**src/rtl/riscv_pipe_pkg.sv**
```systemverilog
// Shared fetch/decode pipeline types: the queue entry layout and the bubble encoding.
package riscv_pipe_pkg;
  localparam int FQ_ADDR_W = 64;
  localparam int FQ_INST_W = 32;

  // An all-zero instruction word from fetch is a bubble, not a real instruction.
  localparam logic [31:0] NOP_WORD = 32'h0;

  typedef struct packed {
    logic [FQ_ADDR_W-1:0] pcplus1;
    logic [FQ_INST_W-1:0] instr;
  } fq_entry_t;
endpackage

```
**src/rtl/fetch_inst_queue.sv**
```systemverilog
// Fetch-to-decode instruction queue: circular buffer of {pc+4, instruction} entries.
// Backpressure to fetch comes from registered occupancy only; flush empties everything.
module fetch_inst_queue
  import riscv_pipe_pkg::*;
#(
  parameter int ADDRESS_WIDTH     = FQ_ADDR_W,
  parameter int INSTRUCTION_WIDTH = FQ_INST_W,
  parameter int DEPTH             = 4,
  localparam int CNT_W            = $clog2(DEPTH) + 1
) (
  input  logic                         clk,
  input  logic                         reset,
  input  logic                         in_fetch_valid,
  input  logic [ADDRESS_WIDTH-1:0]     in_pcplus1,
  input  logic [INSTRUCTION_WIDTH-1:0] in_instruction_bits,
  output logic                         out_fetch_enable,
  input  logic                         in_flush,
  output logic                         out_dec_valid,
  output logic [ADDRESS_WIDTH-1:0]     out_dec_pcplus1,
  output logic [INSTRUCTION_WIDTH-1:0] out_dec_instruction,
  input  logic                         in_dec_ready,
  output logic [CNT_W-1:0]             out_count,
  output logic [31:0]                  out_drop_count
);
  localparam int PTR_W = $clog2(DEPTH);

  fq_entry_t         mem_q [DEPTH];
  fq_entry_t         mem_d [DEPTH];
  logic [CNT_W-1:0]  count_q, count_d;
  logic [PTR_W-1:0]  rd_ptr_q, rd_ptr_d;
  logic [PTR_W-1:0]  wr_ptr_q, wr_ptr_d;
  logic [31:0]       drop_cnt_q, drop_cnt_d;

  logic full, empty, is_nop, accept, enq, deq, bubble;
  fq_entry_t head;

  always_comb begin
    full   = (count_q == CNT_W'(DEPTH));
    empty  = (count_q == '0);
    is_nop = (in_instruction_bits == INSTRUCTION_WIDTH'(NOP_WORD));
    // A word is only taken when fetch saw enable=1 and no flush kills it.
    accept = in_fetch_valid & ~full & ~in_flush;
    enq    = accept & ~is_nop;
    bubble = accept & is_nop;
    deq    = ~empty & in_dec_ready & ~in_flush;

    mem_d      = mem_q;
    count_d    = count_q;
    rd_ptr_d   = rd_ptr_q;
    wr_ptr_d   = wr_ptr_q;
    drop_cnt_d = drop_cnt_q;

    if (in_flush) begin
      count_d  = '0;
      rd_ptr_d = '0;
      wr_ptr_d = '0;
    end else begin
      if (enq) begin
        mem_d[wr_ptr_q].pcplus1 = in_pcplus1;
        mem_d[wr_ptr_q].instr   = in_instruction_bits;
        wr_ptr_d = wr_ptr_q + PTR_W'(1);
      end
      if (deq) rd_ptr_d = rd_ptr_q + PTR_W'(1);
      count_d = count_q + CNT_W'(enq) - CNT_W'(deq);
    end

    if (bubble && (drop_cnt_q != 32'hFFFF_FFFF)) drop_cnt_d = drop_cnt_q + 32'd1;

    // Outputs come straight from registered state, forced to 0 while reset is held.
    head                = mem_q[rd_ptr_q];
    out_fetch_enable    = ~reset & ~full;
    out_dec_valid       = ~reset & ~empty;
    out_dec_pcplus1     = out_dec_valid ? head.pcplus1 : '0;
    out_dec_instruction = out_dec_valid ? head.instr   : '0;
    out_count           = reset ? '0 : count_q;
    out_drop_count      = reset ? '0 : drop_cnt_q;
  end

  always_ff @(posedge clk) begin
    if (reset) begin
      count_q    <= '0;
      rd_ptr_q   <= '0;
      wr_ptr_q   <= '0;
      drop_cnt_q <= '0;
    end else begin
      count_q    <= count_d;
      rd_ptr_q   <= rd_ptr_d;
      wr_ptr_q   <= wr_ptr_d;
      drop_cnt_q <= drop_cnt_d;
      mem_q      <= mem_d;
    end
  end
endmodule

```
**config.mk**
```make
export PLATFORM = sky130hd
export DESIGN_NAME = fetch_inst_queue
export DESIGN_NICKNAME = d
export VERILOG_FILES = /design/src/rtl/riscv_pipe_pkg.sv /design/src/rtl/fetch_inst_queue.sv
export SDC_FILE = /design/constraint.sdc
export NUM_CORES = 1
export LEC_CHECK = 0
export BUFFER_PORTS_ARGS = -buffer_cell sky130_fd_sc_hd__buf_4
export CORE_UTILIZATION = 40
export DETAILED_ROUTE_END_ITERATION = 12
export MAX_ROUTING_LAYER = met4
export PLACE_DENSITY_LB_ADDON = 0.2
export SLEW_MARGIN = 30
export SYNTH_ARGS = -nofsm -noshare
export SYNTH_HDL_FRONTEND = slang
export SYNTH_SLANG_ARGS = --single-unit
```
**constraint.sdc**
```tcl
create_clock -name clk -period 12.5 [get_ports clk]
set_input_delay 2.5 -clock clk [delete_from_list [all_inputs] [get_ports clk]]
set_output_delay 2.5 -clock clk [all_outputs]
set_load 0.02 [all_outputs]
```
### Word-level counts from Yosys, hierarchy flattened

Cells that the tools add are included.

| word-level totals | value |
|---|---|
| flip-flop bits (word level) | 423 |
| bits of input ports | 101 |
| output and inout bits | 133 |
| logic and storage cells | 56 |

| cells by class | value |
|---|---|
| add/sub/neg operators | 5 |
| order comparisons | 3 |
| equal/unequal tests | 2 |
| multiplexer cells | 13 |
| bitwise logic cells | 15 |
| reductions and logical operators | 6 |

Operators by type and width:

| cell | count |
|---|---|
| 384-bit bitwise mux | 2 |
| 96-bit demux with 2-bit select | 2 |
| 96-bit 2-to-1 mux | 3 |
| 96-bit binary-select mux with 2-bit select | 1 |
| 32-bit 2-to-1 mux | 3 |
| 64-bit 2-to-1 mux | 1 |
| 32-bit by 1-bit adder with 32-bit output (second input constant) | 1 |
| 32-bit zero test | 1 |
| 32-bit != test (second input constant) | 1 |
| 1-bit AND | 8 |
| 3-bit >= comparator (second input constant) | 2 |
| 2-bit NOT with 3-bit output | 2 |
| 1-bit NOT | 5 |
| 2-bit by 1-bit adder with 2-bit output (second input constant) | 2 |
| 3-bit by 1-bit adder with 3-bit output | 1 |
| 3-bit equality test (second input constant) | 1 |
| 3-bit zero test | 1 |
| 3-bit by 1-bit < comparator with 1-bit output (second input constant) | 1 |
| 3-bit 2-to-1 mux | 1 |
| 3-bit AND reduction | 1 |
| 3-bit by 1-bit subtractor with 3-bit output | 1 |
| 1-bit logical AND | 2 |
| 2-bit OR reduction | 1 |

### Longest topological paths before layout

Gate-level depths: netlist of run 1.

| logic depth | value |
|---|---|
| word-level depth | 7 |
| gate-level depth with buffers | 13 |
| mapped depth without buffers | 12 |

### Worst setup path after synthesis of run 1

Ideal clock, no wire load.

| timing | value |
|---|---|
| path kind | input to register |
| from | input port in_instruction_bits[5] |
| to | register mem_q[100] (netlist name) (enable) |
| library setup time | 0.688 ns |
| data arrival time | 10.417 ns |
| required time | 11.812 ns |
| slack | 1.395 ns |
| cell stages on the path | 6 |
| path buffers | 1 |
| cells stage by stage | nor4_1 > and4_1 > buf_2 > a21boi_0 > inv_1 > nor3b_1 |

| between the ends | value |
|---|---|
| longest elaborated chain between the ends | 4 |

RTL lines:

| item | line | RTL |
|---|---|---|
| start: declaration | fetch_inst_queue.sv:15 | `input logic [INSTRUCTION_WIDTH-1:0] in_instruction_bits,` |
| 32-bit zero test | fetch_inst_queue.sv:40 | `is_nop = (in_instruction_bits == INSTRUCTION_WIDTH'(NOP_WORD));` |
| 1-bit NOT | fetch_inst_queue.sv:43 | `enq = accept & ~is_nop;` |
| 1-bit AND | fetch_inst_queue.sv:43 |  |
| 3-bit AND reduction (no source line) | -- |  |
| end signal: assignment | fetch_inst_queue.sv:90 | `mem_q <= mem_d;` |
| end: declaration | fetch_inst_queue.sv:27 | `fq_entry_t mem_q [DEPTH];` |

Every way passes these cells.
A chain may end at the register's enable or synchronous reset.

### Worst setup path after layout of run 1

| timing | value |
|---|---|
| from | input port reset |
| to | output port out_dec_instruction[31] |

| between the ends | value |
|---|---|
| longest elaborated chain between the ends | 3 |

RTL lines:

| item | line | RTL |
|---|---|---|
| start: declaration | fetch_inst_queue.sv:12 | `input logic reset,` |
| 1-bit NOT (no source line) | -- |  |
| 1-bit AND | fetch_inst_queue.sv:72 | `out_dec_valid = ~reset & ~empty;` |
| 32-bit 2-to-1 mux | fetch_inst_queue.sv:74 | `out_dec_instruction = out_dec_valid ? head.instr : '0;` |
| end: declaration | fetch_inst_queue.sv:20 | `output logic [INSTRUCTION_WIDTH-1:0] out_dec_instruction,` |

Every way passes these cells.

==> results of run 1 <==
## state kept, by name (all words and copies together), names as in the netlist
register,count
count_q,3
wr_ptr_q,2
drop_cnt_q,32
mem_q,384
rd_ptr_q,2
## per-stage QoR
stage | instance area, um2 | hold WS (ns) | util
floorplan | 17700 | 0.480 | -
global placement | 20100 | 0.510 | 0.464
detailed placement | 20100 | 0.529 | 0.464
CTS | 21600 | 0.546 | 0.497
global route | 21600 | 0.594 | 0.497
finish | 21600 | 0.541 | 0.498
## cells by family (layout without fill, tap and decap cells)
family | count (synthesis) | after routing | share of synthesized area
DFF | 423 | 423 | 0.695
and+or+nand+nor | 401 | 401 | 0.137
muxes | 123 | 123 | 0.140
buffers and inverters | 68 | 344 | 0.0156
AOI/OAI and AO/OA | 12 | 12 | 0.00374
adders and majority gates | 8 | 8 | 0.00607
xor gates and xnor gates | 5 | 5 | 0.00247
other | 0 | 3 | 0
## where the power goes
group | internal [W] | total, W | switching [W]
Combinational | 0.0000554 | 0.000119 | 0.0000637
Sequential | 0.00155 | 0.00156 | 0.00000368
Clock | 0.000745 | 0.00129 | 0.000543
## cells in the mapped netlist (all sizes together), types with 2 or more instances
library cell,count
nand3,11
nand4,12
or4,2
mux4,96
nor3b,8
inv,9
mux2,26
and3,3
nor3,14
xnor2,3
dfxtp,39
nor4b,4
nand2,18
nor2b,33
and4,5
a21oi,3
clkbuf,42
nor2,41
nor4,20
ha,7
o21ai,7
xor2,2
and2,225
or3,4
buf,17
edfxtp,384
## layout by cell type (no fill, tap or decap), drive strengths merged
master / netlist / layout
edfxtp: 384 / 384
buf: 17 / 251
and2: 225 / 225
mux4: 96 / 96
clkbuf: 42 / 60
nor2: 41 / 41
dfxtp: 39 / 39
nor2b: 33 / 33
mux2: 26 / 26
nor4: 20 / 20
clkinv: 0 / 19
nand2: 18 / 18
nor3: 14 / 14
nand4: 12 / 12
nand3: 11 / 11
inv: 9 / 10
nor3b: 8 / 8
ha: 7 / 7
o21ai: 7 / 7
and4: 5 / 5
nor4b: 4 / 4
or3: 4 / 4
diode: 0 / 3
xnor2: 3 / 3
and3: 3 / 3
a21oi: 3 / 3
or4: 2 / 2
xor2: 2 / 2
bufinv: 0 / 2
clkinvlp: 0 / 2
a21boi: 1 / 1
or2: 1 / 1
o41ai: 1 / 1
mux2i: 1 / 1
fa: 1 / 1
## worst max-delay path, stage by stage
cell	delay, ns
buf_4	0.34
nor2_4	0.66
buf_4	0.51
and2_1	0.22
buf_4	0.15
## metal layers
metal | share of wire | routed length, um
met1 | 0.46 | 17500
met2 | 0.47 | 18200
met3 | 0.057 | 2190
met4 | 0.015 | 580
met5 | 0 | 0
## path summary, 6_finish.rpt
path         slack, ns  cells after the start                 endpoint
max               5.53                      5  out_dec_instruction[31]
min reg2reg       0.54                      2           drop_cnt_q[28]
min               0.54                      2           drop_cnt_q[28]
max reg2reg       8.78                      6                mem_q[42]
## final cells by class
| cell class | instances | area, um2 | area share |
|---|---|---|---|
| Timing Repair Buffer | 251 | 1880 | 0.0873 |
| Clock buffer | 60 | 1240 | 0.0577 |
| Multi-Input combinational cell | 549 | 5160 | 0.239 |
| Inverter | 9 | 33.8 | 0.00157 |
| Antenna cell | 3 | 7.51 | 0.000348 |
| Sequential cell | 423 | 12300 | 0.571 |
| Clock inverter | 24 | 191 | 0.00887 |
| Tap cell | 585 | 732 | 0.0339 |
==> impl_metrics.yaml, run 1 <==
status:
  status: "completed"
logic_synthesis:
  yosysTopAreaCell: "edfxtp_1"
  ys_ff_latch: 423
  syn_area_um2: 17700
  yosysUniqueCellTypes: 43
  synth_enable_flop_cells: 384
  syn_inst: 1040
  synth_nets: 1149
  synth_top_area_share: 0.651
  yosys_warnings: 0
  synthFlopType: "edfxtp_1"
  ys_async_sr_fraction: 0
  ys_top_cells_by_area: "edfxtp_1 (65%), mux4_2 (12%), and2_1 (7.9%)"
  syn_area_per_cell_um2: 17.0
  ys_seq_area_frac: 0.695
sta:
  rsz0062_at_grt: "no"
  finalWorstSetupSlack_ns: 5.53
  period_share: 0.557
  worst_pin_slew_ns: 0.937
  tns_ns: 0
  setup_viol: 0
  max_slew_margin: 0.375
  maxSlewViolCount: 0
  max_freq_mhz: 144
  period_minus_slack_ns: 6.97
  final.setup_skew_ns: 0.0164
  finalHoldViolCount: 0
placed_design:
  pre_cts_ws_ns: 5.44
  io_buffers: 233
  globalplace.congestion: 0.750
  dp.cells: 1817
  hpwl_um: 23000
routing:
  ant_nets: 0
  vias_per_cell: 5.02
  wire_per_inst_um: 20.2
  vias: 9557
  drt_wl_total_um: 38500
  drtPass1Iterations: 4
  drcViolationCount: 0
  drt-initial-drc-count: 510
power_and_ir_drop:
  finalPower_w: 0.00296
  p_leak_nw: 7.27
  p_per_area_nw_per_um2: 137
  ir_drop_mv: 0.112
floorplanning:
  die-area_um2: 45100
  start_util: 0.409
  dieHeight_um: 212
  io_pins: 234
  core_um2: 43400
  die_w_um: 212
  core.rowCount: 76
grt:
  grt_use_met1: 0.240
  grt-busiest-layer: "met2"
  antenna_found_initial: 2
  gr-usage-met2: 0.277
  grt_pass1_vias: 10100
  globalRoute.totalOverflow: 0
  use_met3: 0.0417
  grt_pass1_wl_um: 58600
  grt_start_max_net_pins: 75
  grt_use_total: 0.179
cells_and_area:
  layout.nets: 1389
  fill_cells: 3705
  fin_cells: 1904
  syn2layout_area_growth_pct: 21.7
  drive_gt1_frac: 0.343
setup_path:
  crit_arrival_ns: 4.47
  critical_path.startpoint: "reset"
  end_kind: "primary output"
  cp-start-kind: "input pin"
  required_ns: 10.00
  timing.rr.start: "count_q[1]"
  crit_path_max_fanout: 74
  path_class: "input pin to primary output"
clock_tree:
  cts-hold-fix-buffers: 0
  clkSinkCount: 423
  clk_pin_slew_ns: 0.06
  cts_htree_levels: 2
  numCtsBuffers: 46
  clk_latency_ns: 0.57
  postCtsSetupBuffers: 0
  cts-root-buf: "clkbuf_16"
  cts_resized: 0
  tritoncts: "yes"
  cts_max_path_buffers: 3
hold_path:
  min_from: "drop_cnt_q[28]"
  hold_class: "register to register"
job:
  max_cap_viol_count: 0
Note: power is estimated with default switching activity, not from simulation.
==> inputs of run 2 (changes only) <==
- clock period: 12.5 -> 7.2 ns (I/O delays scaled with it)
==> run 2 against run 1 <==
Effect of this change: combinational power grew 76%; power rose by 79%; largest power group unchanged; cell area up 0.68%; critical endpoint is now out_dec_instruction[16]; largest cell class unchanged; clock skew shrank 0.0071 ns.
==> impl_metrics.yaml, run 2 (same netlist as run 1, synthesis figures left out) <==
status:
  status: "completed"
floorplanning:
  die_w_um: 212
  core.rowCount: 76
  io_pins: 234
  core_um2: 43400
  die-area_um2: 45100
  dieHeight_um: 212
  start_util: 0.409
clock_tree:
  clkSinkCount: 423
  postCtsSetupBuffers: 0
  cts_resized: 0
  clk_pin_slew_ns: 0.06
  cts-hold-fix-buffers: 0
  numCtsBuffers: 46
  cts_max_path_buffers: 3
  cts-root-buf: "clkbuf_16"
  tritoncts: "yes"
  clk_latency_ns: 0.57
  cts_htree_levels: 2
cells_and_area:
  most-common-layout-cells: "edfxtp_1 (384), buf_4 (246), and2_1 (225)"
  fill_cells: 3727
  multiInputGateArea_um2: 5170
  drive_gt1_frac: 0.345
  reg.largest.list: "mem_q x384, drop_cnt_q x32, count_q x3"
  largest_reg_flops: 384
  final_common_cell: "edfxtp_1"
  layout.nets: 1389
  syn2layout_area_growth_pct: 22.6
  regArea_um2: 12300
  top_register: "mem_q"
  utilization: 0.501
power_and_ir_drop:
  ir_drop_mv: 0.136
  finalPower_w: 0.00530
  p_leak_nw: 7.33
  p_per_area_nw_per_um2: 244
placed_design:
  io_buffers: 233
  pre_cts_ws_ns: 2.58
  globalplace.congestion: 0.735
  hpwl_um: 23200
sta:
  finalHoldViolCount: 0
  worst_pin_slew_ns: 0.863
  setup_viol: 0
  maxSlewViolCount: 0
  period_minus_slack_ns: 4.58
  period_share: 0.637
  tns_ns: 0
  max_slew_margin: 0.425
  final.setup_skew_ns: 0.00933
  whs_ns: 0.547
  rsz0062_at_grt: "no"
  max_freq_mhz: 218
  finalWorstSetupSlack_ns: 2.62
routing:
  drcViolationCount: 0
  vias: 9616
  drt-initial-drc-count: 457
  drtPass1Iterations: 5
  drt_wl_total_um: 38500
  vias_per_cell: 5.06
  ant_nets: 0
  wire_per_inst_um: 20.2
setup_path:
  timing.rr.start: "count_q[1]"
  required_ns: 5.76
  reg2reg_to: "mem_q[252]"
  endpoint: "out_dec_instruction[16]"
  crit_path_max_fanout: 74
  crit_arrival_ns: 3.14
  worst_path_largest_cell_delay_ns: 0.50
  path_class: "input pin to primary output"
  critical_path.startpoint: "reset"
  rrSetupSlack_ns: 3.70
  critPathMostFrequentCell: "buf_4"
  cp-start-kind: "input pin"
  end_kind: "primary output"
  crit_chain: "buf_4 > nor2_4 > buf_4 > and2_1 > buf_4"
  slowest_stage: "nor2_4"
  worst-r2r-cell-count: 7
grt:
  globalRoute.totalOverflow: 0
  grt_use_total: 0.179
  grt_pass1_wl_um: 58200
  grt_start_max_net_pins: 99
  grt_pass1_vias: 9876
  antenna_found_initial: 1
hold_path:
  hold_class: "register to register"
job:
  max_cap_viol_count: 0
-- run 2: cell count changes in the layout (fill, tap and decap cells not counted), moves of 2 or more --
cell       delta
buf_12        +3
clkbuf_8      -2
clkinv_8      -2
clkinv_1      -2
buf_6         +2
bufinv_16     +5
diode_2       -2
buf_4         -5
-- run 2: final cells by class --
type | instances | share of cell area
Antenna cell | 1 | 0.000115
Clock buffer | 57 | 0.0559
Clock inverter | 26 | 0.0149
Inverter | 9 | 0.00156
Multi-Input combinational cell | 549 | 0.238
Sequential cell | 423 | 0.567
Tap cell | 585 | 0.0337
Timing Repair Buffer | 251 | 0.0888
-- run 2: report_power, final --
part	switching [W]	leakage, nW	internal [W]	total, W
Sequential	0.00000563	3.60	0.00269	0.00270
Combinational	0.000112	2.97	0.0000971	0.000209
Clock	0.000944	0.754	0.00145	0.00240
Total	0.00106	7.33	0.00424	0.00530
-- run 2: worst max-delay path: cells and delay by family --
kind          cells  cell delay, ns
buf+inv           3            0.94
simple gates      2            0.75
-- run 2: routing by layer --
layer / track usage / vias to the layer above / wire length [um] / part of all wire
met5: - / - / 0 / 0
met3: 0.0312 / 48 / 2180 / 0.057
met4: 0.0526 / 0 / 650 / 0.017
met1: 0.241 / 4865 / 17300 / 0.45
li1: - / 4453 / - / -
met2: 0.279 / 250 / 18400 / 0.48
-- run 2: how the worst min path moves through the flow --
| stage | from | to | cells after the start |
|---|---|---|---|
| 2_1_floorplan | drop_cnt_q[10] | drop_cnt_q[10] | 2 |
| 3_3_place_gp | drop_cnt_q[28] | drop_cnt_q[28] | 2 |
| 3_5_place_dp | drop_cnt_q[10] | drop_cnt_q[10] | 2 |
| 4_1_cts | drop_cnt_q[10] | drop_cnt_q[10] | 2 |
| 5_1_grt | drop_cnt_q[10] | drop_cnt_q[10] | 2 |
| 6_report | drop_cnt_q[10] | drop_cnt_q[10] | 2 |
-- run 2: metrics by stage --
step,std cells,cell area [um2]
2_1_floorplan,1040,17700
4_1_cts,1900,21700
6_report,1901,21700
3_3_place_gp,1816,20100
5_1_grt,1901,21700
3_5_place_dp,1817,20200
==> inputs of run 3 (changes only) <==
- clock period: 7.2 -> 4.15 ns (I/O delays scaled with it)
==> run 3 against run 2 <==
Effect of this change: critical path depth fell by 1; largest power group unchanged; register-to-register slack got worse by 2.3 ns; critical path type is now register to primary output; sequential power up 73%.
==> impl_metrics.yaml, run 3 (same netlist as run 1, synthesis figures left out) <==
status:
  status: "completed"
grt:
  grt_start_max_net_pins: 72
  globalRoute.totalOverflow: 0
  grt_pass1_wl_um: 59900
  grt_use_total: 0.183
  antenna_found_initial: 2
  grt_pass1_vias: 10100
placed_design:
  dp.cells: 1823
  hpwl_um: 23300
  io_buffers: 233
  placed_area_um2: 20300
  globalplace.congestion: 0.748
clock_tree:
  tritoncts: "yes"
  cts_resized: 0
  numCtsBuffers: 47
  clk_pin_slew_ns: 0.06
  cts-root-buf: "clkbuf_16"
  clkSinkCount: 423
  postCtsSetupBuffers: 0
  clk_latency_ns: 0.57
  cts-hold-fix-buffers: 0
  cts_htree_levels: 2
  cts_max_path_buffers: 3
job:
  max_cap_viol_count: 0
hold_path:
  min_path_cells: 1
  hold_class: "input pin to register"
setup_path:
  cp-start-kind: "register"
  end_kind: "primary output"
  worst-r2r-cell-count: 12
  path_class: "register to primary output"
  required_ns: 3.32
  crit_path_max_fanout: 22
  crit_arrival_ns: 2.51
power_and_ir_drop:
  p_clk_frac: 0.445
  ir_drop_mv: 0.225
  switchingPower_w: 0.00186
  p_leak_nw: 7.37
  p_per_area_nw_per_um2: 417
  switching_share: 0.204
  p_int_w: 0.00725
  seqPwrFrac: 0.514
  combPwrFrac: 0.041
  finalPower_w: 0.00911
routing:
  vias_per_cell: 5.06
  drt_wl_total_um: 39500
  ant_nets: 0
  drcViolationCount: 0
  wire_per_inst_um: 20.7
  drt-initial-drc-count: 528
  drtPass1Iterations: 5
  vias: 9674
floorplanning:
  die-area_um2: 45100
  core.rowCount: 76
  die_w_um: 212
  core_um2: 43400
  dieHeight_um: 212
  io_pins: 234
  start_util: 0.409
cells_and_area:
  top_register: "mem_q"
  fin_cells: 1912
  most-common-layout-cells: "edfxtp_1 (384), buf_4 (249), and2_1 (225)"
  utilization: 0.503
  final_common_cell: "edfxtp_1"
  fill_cells: 3684
  reg.largest.list: "mem_q x384, drop_cnt_q x32, count_q x3"
  syn2layout_area_growth_pct: 23.2
  drive_gt1_frac: 0.346
  largest_reg_flops: 384
  final_design_area_no_fill_um2: 21800
  layout.nets: 1396
sta:
  period_share: 0.806
  rsz0062_at_grt: "no"
  finalHoldViolCount: 0
  period_minus_slack_ns: 3.34
  whs_ns: 0.461
  setup_viol: 0
  max_slew_margin: 0.502
  maxSlewViolCount: 0
  final.setup_skew_ns: 0.0146
  worst_pin_slew_ns: 0.740
  max_freq_mhz: 299
[run 3: changes by cell type in the layout (fill, tap and decap cells not counted), moves of 2 or more]
cell,previous run,this run
clkinv_1,6,12
bufinv_16,7,4
clkbuf_8,0,2
buf_12,3,8
buf_4,246,249
nor3b_4,1,5
nor3b_2,4,0
clkbuf_1,10,12
buf_6,2,0
clkinv_2,9,5
[run 3: metal layers]
| layer | track usage | wire, um | part of all wire |
|---|---|---|---|
| met4 | 0.0474 | 701 | 0.018 |
| met3 | 0.0458 | 2400 | 0.061 |
| met2 | 0.294 | 19200 | 0.49 |
| met1 | 0.231 | 17200 | 0.44 |
| met5 | - | 0 | 0 |
[run 3: worst paths after layout]
check | from | endpoint | slack, ns
worst max-delay path | rd_ptr_q[0] | out_dec_instruction[30] | 0.81
worst min-delay path | in_pcplus1[18] | mem_q[338] | 0.46
worst max register to register | count_q[2] | count_q[2] | 1.41
worst min register to register | drop_cnt_q[28] | drop_cnt_q[28] | 0.53
[run 3: critical path, cell delays in order, from the launching register on]
cell and delay, ns:
dfxtp_4 0.66, buf_4 0.37, mux4_2 0.54, and2_1 0.20, buf_4 0.16
[run 3: area by class of cell]
class,instances,area [um2],share of cell area
tap,585,732,0.0335
clock inverter,25,230,0.0105
clock buffer,62,1270,0.0584
inverter,9,36.3,0.00166
multi-input combinational,549,5200,0.238
timing repair buffer,257,2030,0.0930
sequential,423,12300,0.564
antenna,2,5.00,0.000229
[run 3: power groups by stage]
stage	sequential (W)	clock [W]	combinational (W)
2_1_floorplan	0.00477	0	0.000171
3_3_place_gp	0.00477	0	0.000370
3_5_place_dp	0.00477	0	0.000376
4_1_cts	0.00468	0.00416	0.000377
5_1_grt	0.00469	0.00432	0.000403
6_report	0.00468	0.00405	0.000369
[run 3: metrics by stage]
step	worst slack [ns]	TNS [ns]
finish	0.807	0
global placement	0.592	0
floorplan	-0.216	-82.86
global route	0.639	0
CTS	0.695	0
detailed placement	0.548	0
